===== src/rtl/tech_cg_ctrl_pkg.sv =====
// ============================================================================
// tech_cg_ctrl_pkg : shared types and elaboration helpers for tech_cg_ctrl
// Revision: 1.0
// ============================================================================
`default_nettype none

package tech_cg_ctrl_pkg;

  typedef enum logic [1:0] {
    ON      = 2'd0,
    REQ_OFF = 2'd1,
    OFF     = 2'd2,
    WAKE    = 2'd3
  } cg_state_e;

  function automatic bit wake_cycles_ok(input int unsigned n);
    return (n >= 1);
  endfunction

  function automatic int unsigned wake_cnt_w(input int unsigned n);
    return (n > 1) ? $clog2(n) : 1;
  endfunction

endpackage

`default_nettype wire


===== src/rtl/tech_cg.sv =====
// ============================================================================
// tech_cg : latch-based clock gate cell (enable captured while clock is low)
// Revision: 1.0
// ============================================================================
`default_nettype none

module tech_cg (
  input  logic clk_i,
  input  logic en_i,
  output logic clk_o
);

  logic en_l;

  always_latch begin
    if (!clk_i) en_l = en_i;
  end

  assign clk_o = clk_i & en_l;

endmodule

`default_nettype wire


===== src/rtl/tech_cg_ctrl_ch.sv =====
// ============================================================================
// tech_cg_ctrl_ch : one gating channel - idle counter, quiesce handshake, wake
// Revision: 1.0
// ============================================================================
`default_nettype none

module tech_cg_ctrl_ch
  import tech_cg_ctrl_pkg::*;
#(
  parameter int unsigned IDLE_W      = 8,
  parameter int unsigned WAKE_CYCLES = 2
) (
  input  logic              clk,
  input  logic              rst_n,
  input  logic              force_on_i,
  input  logic              auto_en_i,
  input  logic [IDLE_W-1:0] idle_thr_i,
  input  logic              activity_i,
  input  logic              off_ack_i,
  output logic              gate_en_o,
  output logic              off_req_o,
  output logic              ch_on_o,
  output logic              ch_ready_o
);

  localparam int unsigned WCW = wake_cnt_w(WAKE_CYCLES);
  localparam logic [WCW-1:0] WAKE_LAST = WCW'(WAKE_CYCLES - 1);

  cg_state_e         state_q, state_d;
  logic [IDLE_W-1:0] idle_cnt_q, idle_cnt_d;
  logic [WCW-1:0]    wake_cnt_q, wake_cnt_d;
  logic              en_q, en_d;
  logic              hold;

  assign hold = activity_i | force_on_i | ~auto_en_i | (idle_thr_i == '0);

  always_comb begin
    state_d    = state_q;
    idle_cnt_d = idle_cnt_q;
    wake_cnt_d = wake_cnt_q;
    case (state_q)
      ON: begin
        if (hold) begin
          idle_cnt_d = '0;
        end else if (idle_cnt_q == idle_thr_i - IDLE_W'(1)) begin
          state_d    = REQ_OFF;
          idle_cnt_d = '0;
        end else if (idle_cnt_q != '1) begin
          idle_cnt_d = idle_cnt_q + IDLE_W'(1);
        end
      end
      REQ_OFF: begin
        // Renewed demand aborts the request even if the ack arrives together.
        if (hold) begin
          state_d    = ON;
          idle_cnt_d = '0;
        end else if (off_ack_i) begin
          state_d = OFF;
        end
      end
      OFF: begin
        if (hold) begin
          state_d    = WAKE;
          wake_cnt_d = '0;
        end
      end
      WAKE: begin
        if (wake_cnt_q == WAKE_LAST) begin
          state_d    = ON;
          idle_cnt_d = '0;
          wake_cnt_d = '0;
        end else begin
          wake_cnt_d = wake_cnt_q + WCW'(1);
        end
      end
      default: state_d = ON;
    endcase
  end

  // Enable registered from the next state so it tracks state_q exactly.
  assign en_d = (state_d != OFF);

  always_ff @(posedge clk or negedge rst_n) begin
    if (!rst_n) begin
      state_q    <= ON;
      idle_cnt_q <= '0;
      wake_cnt_q <= '0;
      en_q       <= 1'b1;
    end else begin
      state_q    <= state_d;
      idle_cnt_q <= idle_cnt_d;
      wake_cnt_q <= wake_cnt_d;
      en_q       <= en_d;
    end
  end

  assign gate_en_o  = en_q;
  assign ch_on_o    = en_q;
  assign off_req_o  = (state_q == REQ_OFF);
  assign ch_ready_o = (state_q == ON) || (state_q == REQ_OFF);

endmodule

`default_nettype wire


===== src/rtl/tech_cg_ctrl.sv =====
// ============================================================================
// tech_cg_ctrl : multi-channel auto idle clock-gating controller
// Revision: 1.0
// ============================================================================
`default_nettype none

module tech_cg_ctrl
  import tech_cg_ctrl_pkg::*;
#(
  parameter int unsigned NUM_CH      = 4,
  parameter int unsigned IDLE_W      = 8,
  parameter int unsigned WAKE_CYCLES = 2
) (
  input  logic              clk,
  input  logic              rst_n,
  input  logic [NUM_CH-1:0] force_on_i,
  input  logic [NUM_CH-1:0] auto_en_i,
  input  logic [IDLE_W-1:0] idle_thr_i,
  input  logic [NUM_CH-1:0] activity_i,
  input  logic [NUM_CH-1:0] off_ack_i,
  output logic [NUM_CH-1:0] clk_o,
  output logic [NUM_CH-1:0] off_req_o,
  output logic [NUM_CH-1:0] ch_on_o,
  output logic [NUM_CH-1:0] ch_ready_o
);

  if (!wake_cycles_ok(WAKE_CYCLES)) begin : g_bad_wake_cycles
    $error("tech_cg_ctrl: WAKE_CYCLES must be >= 1");
  end

  for (genvar g = 0; g < NUM_CH; g++) begin : g_ch
    logic gate_en;

    tech_cg_ctrl_ch #(
      .IDLE_W      (IDLE_W),
      .WAKE_CYCLES (WAKE_CYCLES)
    ) u_ch (
      .clk        (clk),
      .rst_n      (rst_n),
      .force_on_i (force_on_i[g]),
      .auto_en_i  (auto_en_i[g]),
      .idle_thr_i (idle_thr_i),
      .activity_i (activity_i[g]),
      .off_ack_i  (off_ack_i[g]),
      .gate_en_o  (gate_en),
      .off_req_o  (off_req_o[g]),
      .ch_on_o    (ch_on_o[g]),
      .ch_ready_o (ch_ready_o[g])
    );

    tech_cg u_cg (
      .clk_i (clk),
      .en_i  (gate_en),
      .clk_o (clk_o[g])
    );
  end

endmodule

`default_nettype wire

===== config.mk =====
export PLATFORM = sky130hd
export DESIGN_NAME = tech_cg_ctrl
export DESIGN_NICKNAME = d
export VERILOG_FILES = /design/src/rtl/tech_cg_ctrl_pkg.sv /design/src/rtl/tech_cg.sv /design/src/rtl/tech_cg_ctrl_ch.sv /design/src/rtl/tech_cg_ctrl.sv
export SDC_FILE = /design/constraint.sdc
export NUM_CORES = 1
export LEC_CHECK = 0
export ABC_AREA = 1
export CAP_MARGIN = 20
export CORE_UTILIZATION = 50
export CTS_CLUSTER_SIZE = 28
export DETAILED_ROUTE_END_ITERATION = 8
export GPL_ROUTABILITY_DRIVEN = 1
export PLACE_DENSITY_LB_ADDON = 0.05
export SETUP_SLACK_MARGIN = 0.5
export SYNTH_ARGS = -nofsm -noshare
export SYNTH_HDL_FRONTEND = slang
export SYNTH_HIERARCHICAL = 1
export SYNTH_SLANG_ARGS = --single-unit
export TNS_END_PERCENT = 10

===== constraint.sdc =====
create_clock -name clk -period 2.3 [get_ports clk]
set_clock_uncertainty 0.1 [all_clocks]
set_input_delay 0.46 -clock clk [delete_from_list [all_inputs] [get_ports clk]]
set_output_delay 0.46 -clock clk [all_outputs]
set_load 0.02 [all_outputs]

Yosys cells after proc, flatten, opt, wreduce, memory -nomap -nowiden:

Cells that the tools add are included.

* logic and storage cells: 182
* bits in latches: 4
* register bits: 48
* output and inout bits: 16
* input port bits: 26

* $add $sub $neg: 9
* reductions and logical operators: 25
* bitwise logic cells: 20
* equality and inequality tests: 40
* mux-type cells: 68

Operators with widths (count)
* two-way mux 8 bit: 20
* case mux 8 bit (3 select lines): 4
* two-way mux 2 bit: 24
* adder 8 x 1 -> 8 bit (second input constant): 4
* equality test 8 bit: 4
* inequality test 8 bit (second input constant): 4
* case mux 2 bit (4 select lines): 4
* equality test 2 bit (second input constant): 8
* inequality test 2 x 1 -> 1 bit (second input constant): 8
* inequality test 2 bit (second input constant): 8
* inequality test 4 x 1 -> 1 bit (second input constant): 4
* AND reduction 4 bit: 4
* two-way mux 1 bit: 12
* OR 1 bit: 12
* nonzero test 3 bit: 4
* equality test 2 x 1 -> 1 bit (second input constant): 4
* logical NOT 2 bit: 4
* logical NOT 8 bit: 1
* case mux 1 bit (2 select lines): 4
* AND reduction 2 bit: 4
* nonzero test 2 bit: 4
* subtractor 8 x 1 -> 8 bit (second input constant): 1
* adder 1 bit (second input constant): 4
* AND 1 bit: 4
* other kinds (2): 8

Longest topological paths before layout:

Gate-level depths: netlist of the first run.

* depth after elaboration: 6
* gate-level depth with buffers: 14
* mapped depth without buffers: 14

Hierarchy:

The synthesis of the first run kept the hierarchy.

Modules (own cells, without submodules)
* tech_cg_ctrl_ch (g_ch[0].u_ch ...): times used 3, area an instance 1067.3 um2, seq. area each 301.5 um2, cells each 174
* tech_cg_ctrl_ch (g_ch[3].u_ch): times used 1, area an instance 1078.5 um2, seq. area each 301.5 um2, cells each 168
* tech_cg: times used 4, area an instance 22.5 um2, seq. area each 0.0 um2, cells each 3

==> results of run 1 <==
-- worst register-to-register path, delay by kind of cell, from the launching register on --
kind / cells / cell delay, ns
AND/OR/NAND/NOR: 8 / 1.03
adder cells (fa/ha/maj): 1 / 0.23
flip-flops: 1 / 0.45
-- cell type report --
| cell class | instances | area [sq um] |
|---|---|---|
| sequential | 52 | 1270 |
| timing repair buffer | 74 | 716 |
| multi-input combinational | 536 | 2880 |
| clock buffer | 16 | 180 |
| tap | 105 | 131 |
| fill | 766 | 2740 |
| clock inverter | 4 | 15.0 |
| inverter | 100 | 400 |
-- routing by layer --
layer | vias up | track usage [%]
li1 | 2289 | -
met1 | 1954 | 29.6
met2 | 58 | 42.9
met3 | 8 | 5.10
met4 | 0 | 7.59
met5 | - | 0
-- cells by family (layout without fill, tap and decap cells) --
kind of cell | after synthesis | count (layout) | share of synthesized area [%]
fa+ha+maj | 12 | 12 | 3.44
compound gates | 35 | 35 | 5.67
simple gates | 452 | 452 | 43.9
flops | 48 | 48 | 27.6
latches | 4 | 4 | 1.37
buf+inv | 114 | 194 | 10.5
xor+xnor | 37 | 37 | 7.59
-- flip-flops by register name, indices dropped and copies added, names as in the netlist --
name	count
g_ch.u_ch/ch_on_o	4
g_ch.u_ch/idle_cnt_q	32
g_ch.u_cg/en_l	4
g_ch.u_ch/wake_cnt_q	4
g_ch.u_ch/state_q	8
-- synthesized netlist by cell type --
cell / n
nor3_1: 3
o21ai_0: 13
nand2_2: 17
nand3_1: 37
nor2_2: 12
nand2_1: 261
inv_1: 79
o21ai_2: 1
dfrtp_1: 44
nor2_4: 1
a31oi_1: 1
dlxtn_1: 4
nor3_2: 2
nand3b_1: 4
nand4_1: 3
nand3_2: 4
o211ai_1: 3
o21ai_1: 6
o31ai_1: 3
xnor2_1: 23
nor3b_1: 8
buf_2: 3
a211oi_2: 1
clkinv_1: 1
dfstp_2: 4
a21oi_4: 4
nor2_1: 100
xor2_1: 13
xor2_2: 1
buf_4: 7
a21oi_1: 3
ha_1: 12
inv_2: 24
-- how the worst min path moves through the flow --
stage,startpoint,endpoint,slack [ns],cells past startpoint
2_1_floorplan,rst_n,g_ch[0].u_ch/idle_cnt_q[0],0.06,0
4_1_cts,g_ch[2].u_ch/ch_on_o,g_ch[2].u_cg/en_l,0.37,0
5_1_grt,g_ch[2].u_ch/ch_on_o,g_ch[2].u_cg/en_l,0.37,0
3_5_place_dp,g_ch[3].u_ch/ch_on_o,g_ch[3].u_cg/en_l,0.35,0
6_report,g_ch[2].u_ch/ch_on_o,g_ch[2].u_cg/en_l,0.36,0
3_3_place_gp,g_ch[3].u_ch/ch_on_o,g_ch[3].u_cg/en_l,0.34,0
-- per-stage QoR --
step	TNS [ns]	instance area (sq um)	setup WS (ns)
6_report	-1.73	5600	-0.437
5_1_grt	-1.93	5600	-0.488
4_1_cts	-1.83	5460	-0.462
3_5_place_dp	-19.29	5200	-0.467
3_3_place_gp	-16.48	5200	-0.439
2_1_floorplan	0	4370	0.0451
-- layout by cell type, fill, tap and decap left out, types with 4 or more instances in the layout --
cell,netlist,layout
a21oi_4,4,4
buf_12,0,8
buf_2,3,8
buf_4,7,28
buf_6,0,9
clkbuf_8,0,9
clkdlybuf4s50_1,0,16
dfrtp_1,44,39
dfrtp_2,0,5
dfstp_2,4,4
dlxtn_1,4,4
ha_1,12,6
ha_4,0,4
inv_1,79,65
inv_2,24,30
inv_4,0,6
nand2_1,261,256
nand2_2,17,18
nand2_4,0,4
nand3_1,37,36
nand3b_1,4,4
nor2_1,100,88
nor2_2,12,19
nor2_4,1,6
nor3_2,2,4
nor3b_1,8,5
o21ai_0,13,13
o21ai_1,6,6
xnor2_1,23,20
xor2_1,13,11
-- report_power, final --
part | switching (uW) | internal [uW] | total (uW) | leakage, uW
Combinational | 221 | 176 | 397 | 0.00189
Sequential | 9.99 | 899 | 909 | 0.000681
Clock | 538 | 531 | 1070 | 0.000128
Total | 769 | 1610 | 2380 | 0.00269
-- repair_timing --
| action | 4_1_cts | 5_1_grt |
|---|---|---|
| hold buffers | 1 | 0 |
| endpoints found under the hold margin | 18 | 0 |
| gates cloned | 0 | 0 |
| setup endpoints to repair | 68 | 54 |
| gates resized for setup | 114 | 66 |
| pin swaps | 25 | 34 |
==> out/metrics.yaml, run 1 <==
status:
  status: "finished with violations"
  violations: "setup timing"
critical_path:
  cp.depth: 3
  r2r-end: "g_ch[0].u_ch/idle_cnt_q[2]"
  crit_family: "latches"
  required_ns: 1.74
  slowest_delay_ns: 0.40
  slowest_stage: "dlxtn_1"
  cp-end-kind: "primary output"
  reg2reg_depth: 9
  start_kind: "latch"
  cp.arrival_ns: 2.18
  endpoint: "clk_o[2]"
  critPathKind: "latch to primary output"
  r2r-start: "g_ch[0].u_ch/idle_cnt_q[0]"
  critPathMaxFanout: 1
  worstPathCellList: "nand2_1 > inv_2 > buf_6"
  crit_path_start: "g_ch[2].u_cg/en_l"
  rrSetupSlack_ns: 0.45
  cp_num_buf_inv: 2
drt:
  drtAntennaViolNets: 0
  vias_per_cell: 4.86
  wl_met2_um: 5140
  highest_layer: "met4"
  met1_length_um: 4770
  drtIter0Drc: 165
  dr_total_vias: 4309
  routed-wl-met3_um: 312
  drc_errors: 0
  wl_per_cell_um: 11.6
  firstDrtPassIters: 4
  wirelength_um: 10300
floorplan:
  design.die.area_sq_um: 9120
  rows: 33
  core_area_sq_um: 8340
  fp.dieW_um: 95.5
  ioPinCount: 42
  die_h_um: 95.5
  initial_core_util_pct: 52.4
synthesis:
  synth-seq-cells: 52
  syn_inst: 702
  synth.avg_cell_area_sq_um: 6.23
  synth.area.top_cells: "dfrtp_1, nand2_1, nor2_1"
  synth_area_sq_um: 4370
  yosys_warnings: 6
  synth_nets: 740
  yosys.area.top_type: "dfrtp_1"
  synth_top_area_share_pct: 25.2
  ys_types: 33
global_route:
  grt_pass1_vias: 4129
  grt_max_degree: 28
  grt_pass1_wl_um: 17500
  grt_use_total_pct: 24.4
  grt-ovfl-total: 0
  grt_antenna_before_repair: 0
place:
  place_inst: 874
  place_congestion: 0.849
  portBuffers: 41
  dpl.hpwl_um: 7600
pwr:
  peakVddDrop_mv: 0.236
  power_density_nw_per_um2: 424
  leakage_uw: 0.00269
  finalPower_uw: 2380
sta:
  setup_viol_count_final: 8
  setup_ws_ns: -0.437
  worst_pin_slew_ns: 0.543
  rsz0062_at_grt: "yes"
  slew_violations: 0
  slew_headroom_pct: 63.8
  holdWs_ns: 0.359
  hold_violations: 0
cells_and_area:
  drive_gt1_share_pct: 24.2
  fin_cells: 887
  finalNetCount: 819
  utilization_pct: 67.1
  n_antenna_cell: 0
  syn_to_final_growth_pct: 28.1
flow_run:
  max-cap-violations: 0
clocking:
  clkLatencyLatePin_ns: 0.41
  cts_tree: "built"
  clk_pin_slew_worst_paths_ns: 0.09
  post_cts_buffers: 0
hold_path:
  hold_class: "register to latch"
Note: power is estimated with default switching activity, not from simulation.
==> inputs of run 2 (changes only) <==
--- a/config.mk
+++ b/config.mk
@@ -7,7 +7,9 @@
 export LEC_CHECK = 0
 export ABC_AREA = 1
 export CAP_MARGIN = 20
-export CORE_UTILIZATION = 50
+export CELL_PAD_IN_SITES_DETAIL_PLACEMENT = 2
+export CELL_PAD_IN_SITES_GLOBAL_PLACEMENT = 2
+export CORE_UTILIZATION = 32
 export CTS_CLUSTER_SIZE = 28
 export DETAILED_ROUTE_END_ITERATION = 8
 export GPL_ROUTABILITY_DRIVEN = 1
@@ -15,6 +17,5 @@
 export SETUP_SLACK_MARGIN = 0.5
 export SYNTH_ARGS = -nofsm -noshare
 export SYNTH_HDL_FRONTEND = slang
-export SYNTH_HIERARCHICAL = 1
 export SYNTH_SLANG_ARGS = --single-unit
 export TNS_END_PERCENT = 10
==> out/metrics.yaml, run 2 <==
status:
  status: "finished with violations"
  violations: "setup timing"
critical_path:
  critPathKind: "latch to primary output"
  cp_num_buf_inv: 2  # unchanged
  cp.depth: 3  # unchanged
  crit_path_start: "g_ch[2].u_cg.en_l"
  reg2reg_depth: 9  # unchanged
  crit_family: "latches"
  required_ns: 1.74  # about the same
  endpoint: "clk_o[2]"
  critPathMaxFanout: 1  # unchanged
  r2r-start: "g_ch[3].u_ch.idle_cnt_q[0]"
  slowest_delay_ns: 0.39  # about the same
  start_kind: "latch"
  worstPathCellList: "nand2_1 > inv_2 > buf_6"
  r2r-end: "g_ch[3].u_ch.idle_cnt_q[6]"
  slowest_stage: "dlxtn_1"
  cp-end-kind: "primary output"
  cp.arrival_ns: 2.22  # +0.04 ns
  rrSetupSlack_ns: 0.28  # -0.17 ns
pwr:
  leakage_uw: 0.00235  # -13%
  p_comb_share_pct: 22.4  # +5.7 points
  peakVddDrop_mv: 0.495  # +110%
  p_clk_share_pct: 46.6  # +1.6 points
  power.share.sequential_pct: 30.9  # -7.4 points
  switching_share_pct: 34.0  # +1.6 points
  power_density_nw_per_um2: 696  # +64%
  p_sw_uw: 1170  # +51%
  finalPower_uw: 3430  # +44%
  intPower_uw: 2270  # +41%
sta:
  slew_violations: 0  # unchanged
  worst_pin_slew_ns: 0.426  # -0.117 ns
  setup_ws_ns: -0.479  # -0.0425 ns
  rsz0062_at_grt: "yes"
  slew_headroom_pct: 71.3  # +7.5 points
  setup_viol_count_final: 8  # unchanged
  hold_violations: 0  # unchanged
place:
  place_congestion: 0.769  # -9.4%
  portBuffers: 41  # unchanged
  placedInstanceArea_sq_um: 4510  # -13%
  dpl.hpwl_um: 9420  # +24%
  place_ws_ns: -0.636  # -0.169 ns
synthesis:
  synth-main-ff-cell: "dfrtp_1"
  synth_top_area_share_pct: 29.1  # +3.9 points
  synthArstFlopShare_pct: 92.3  # unchanged
  yosys_warnings: 0  # -6
  synth.avg_cell_area_sq_um: 6.75  # +8.5%
  synth.area.top_cells: "dfrtp_1, nand2_1, nor2_1"
  synth_area_sq_um: 3780  # -13%
  syn_inst: 560  # -20%
  synth-seq-cells: 52  # unchanged
  synth_nets: 592  # -20%
  ys_types: 32  # -3.0%
  synth_common_cells: "nand2_1, nor2_1, inv_1"
  synth_edf_count: 0  # unchanged
  yosysMostFrequentCell: "nand2_1"
  yosys.area.top_type: "dfrtp_1"
cells_and_area:
  reg_top3: "g_ch.u_ch.idle_cnt_q (32), g_ch.u_ch.state_q (8)"
  layout_common_cells: "nand2_1, nor2_1, inv_1, dfrtp_1, nand3_1"
  stdcell_area_sq_um: 4930  # -12%
  largest_register_ffs: 32  # unchanged
  syn_to_final_growth_pct: 30.3
  top_register: "g_ch.u_ch.idle_cnt_q"
  finalNetCount: 661  # -19%
  drive_gt1_share_pct: 21.7  # -2.4 points
  n_antenna_cell: 0  # unchanged
  final_common_cell: "nand2_1"
drt:
  firstDrtPassIters: 4  # unchanged
  wl_per_cell_um: 16.2  # +39%
  vias_per_cell: 4.94  # +1.7%
  dr_total_vias: 3820  # -11%
  wirelength_um: 12500  # +21%
  drtIter0Drc: 68  # -59%
  drc_errors: 0  # unchanged
  drtAntennaViolNets: 0  # unchanged
clocking:
  post_cts_buffers: 0  # unchanged
  clk_pin_slew_worst_paths_ns: 0.07  # -0.02 ns
  cts_tree: "built"
  clkLatencyLatePin_ns: 0.42  # about the same
floorplan:
  initial_core_util_pct: 33.0  # -19 points
  design.die.area_sq_um: 12300  # +34%
  die_h_um: 111  # +16%
  rows: 39  # +18%
  fp.dieW_um: 111  # +16%
  core_area_sq_um: 11500  # +37%
  ioPinCount: 42  # unchanged
global_route:
  grt-ovfl-total: 0  # unchanged
  grt_use_total_pct: 22.2  # -2.2 points
  grt_pass1_wl_um: 21300  # +22%
  grt_pass1_vias: 4357  # +5.5%
  grt_antenna_before_repair: 0  # unchanged
  grt_max_degree: 26  # -7.1%
hold_path:
  hold_class: "input port to asynchronous set/reset pin"
flow_run:
  max-cap-violations: 0  # unchanged
-- run 2: metrics by stage --
step	setup TNS, ns	util (%)	instances	hold slack (ns)
floorplan	0	-	560	0.0644
global placement	-21.69	39.4	760	0.205
detailed placement	-24.81	39.4	760	0.205
CTS	-2.03	42.6	773	0.298
global route	-2.20	43.0	773	0.310
finish	-1.88	43.0	773	0.299
-- run 2: power groups by stage --
| stage | sequential (uW) | combinational, uW | clock (uW) |
|---|---|---|---|
| floorplan | 1050 | 483 | 282 |
| global placement | 1060 | 723 | 296 |
| detailed placement | 1070 | 744 | 296 |
| CTS | 1060 | 781 | 1620 |
| global route | 1070 | 850 | 1700 |
| finish | 1060 | 770 | 1600 |
-- run 2: what timing repair did --
item / CTS / global route
hold buffers: 1 / 0
hold endpoints to repair: 8 / 0
pin swaps: 7 / 1
gates resized for setup: 104 / 19
setup endpoints to repair: 68 / 59
-- run 2: area by class of cell --
class                           count  area, sq um
Multi-Input combinational cell    431         2320
Fill cell                        1345         6540
Clock buffer                       13          270
Tap cell                          143          179
Clock inverter                      7         52.6
Inverter                           56          210
Timing Repair Buffer               71          624
Sequential cell                    52         1270
-- run 2: worst min path at each step --
stage	startpoint	end	slack [ns]	cells past startpoint
floorplan	rst_n	g_ch[0].u_ch.idle_cnt_q[0]	0.06	0
global placement	rst_n	g_ch[1].u_ch.wake_cnt_q	0.20	1
detailed placement	rst_n	g_ch[1].u_ch.wake_cnt_q	0.21	1
CTS	rst_n	g_ch[1].u_ch.wake_cnt_q	0.30	2
global route	rst_n	g_ch[1].u_ch.wake_cnt_q	0.31	2
finish	rst_n	g_ch[1].u_ch.wake_cnt_q	0.30	2
-- run 2: per-layer routing --
metal | GRT usage [%] | up-vias | routed length, um
met2 | 39.0 | 49 | 6300
met3 | 4.26 | 22 | 328
met5 | 0 | - | 0
met4 | 10.1 | 0 | 292
li1 | - | 1875 | -
met1 | 25.9 | 1874 | 5630
-- run 2: cell families (layout without fill, tap and decap cells) --
group | count (synthesis) | in the layout | synth area share, %
AOI/OAI and AO/OA | 24 | 24 | 4.80
and+or+nand+nor | 368 | 368 | 42.8
latches | 4 | 4 | 1.59
xor gates and xnor gates | 33 | 33 | 7.64
buffers and inverters | 77 | 147 | 9.27
DFF | 48 | 48 | 31.9
adders and majority gates | 6 | 6 | 1.99
==> inputs of run 3 (changes only) <==
--- a/config.mk
+++ b/config.mk
@@ -6,6 +6,7 @@
 export NUM_CORES = 1
 export LEC_CHECK = 0
 export ABC_AREA = 1
+export ABC_CLOCK_PERIOD_IN_PS = 2300
 export CAP_MARGIN = 20
 export CELL_PAD_IN_SITES_DETAIL_PLACEMENT = 2
 export CELL_PAD_IN_SITES_GLOBAL_PLACEMENT = 2
==> results of run 3 <==
Same layout as run 2: the final DEF is identical, and so are final timing and power.
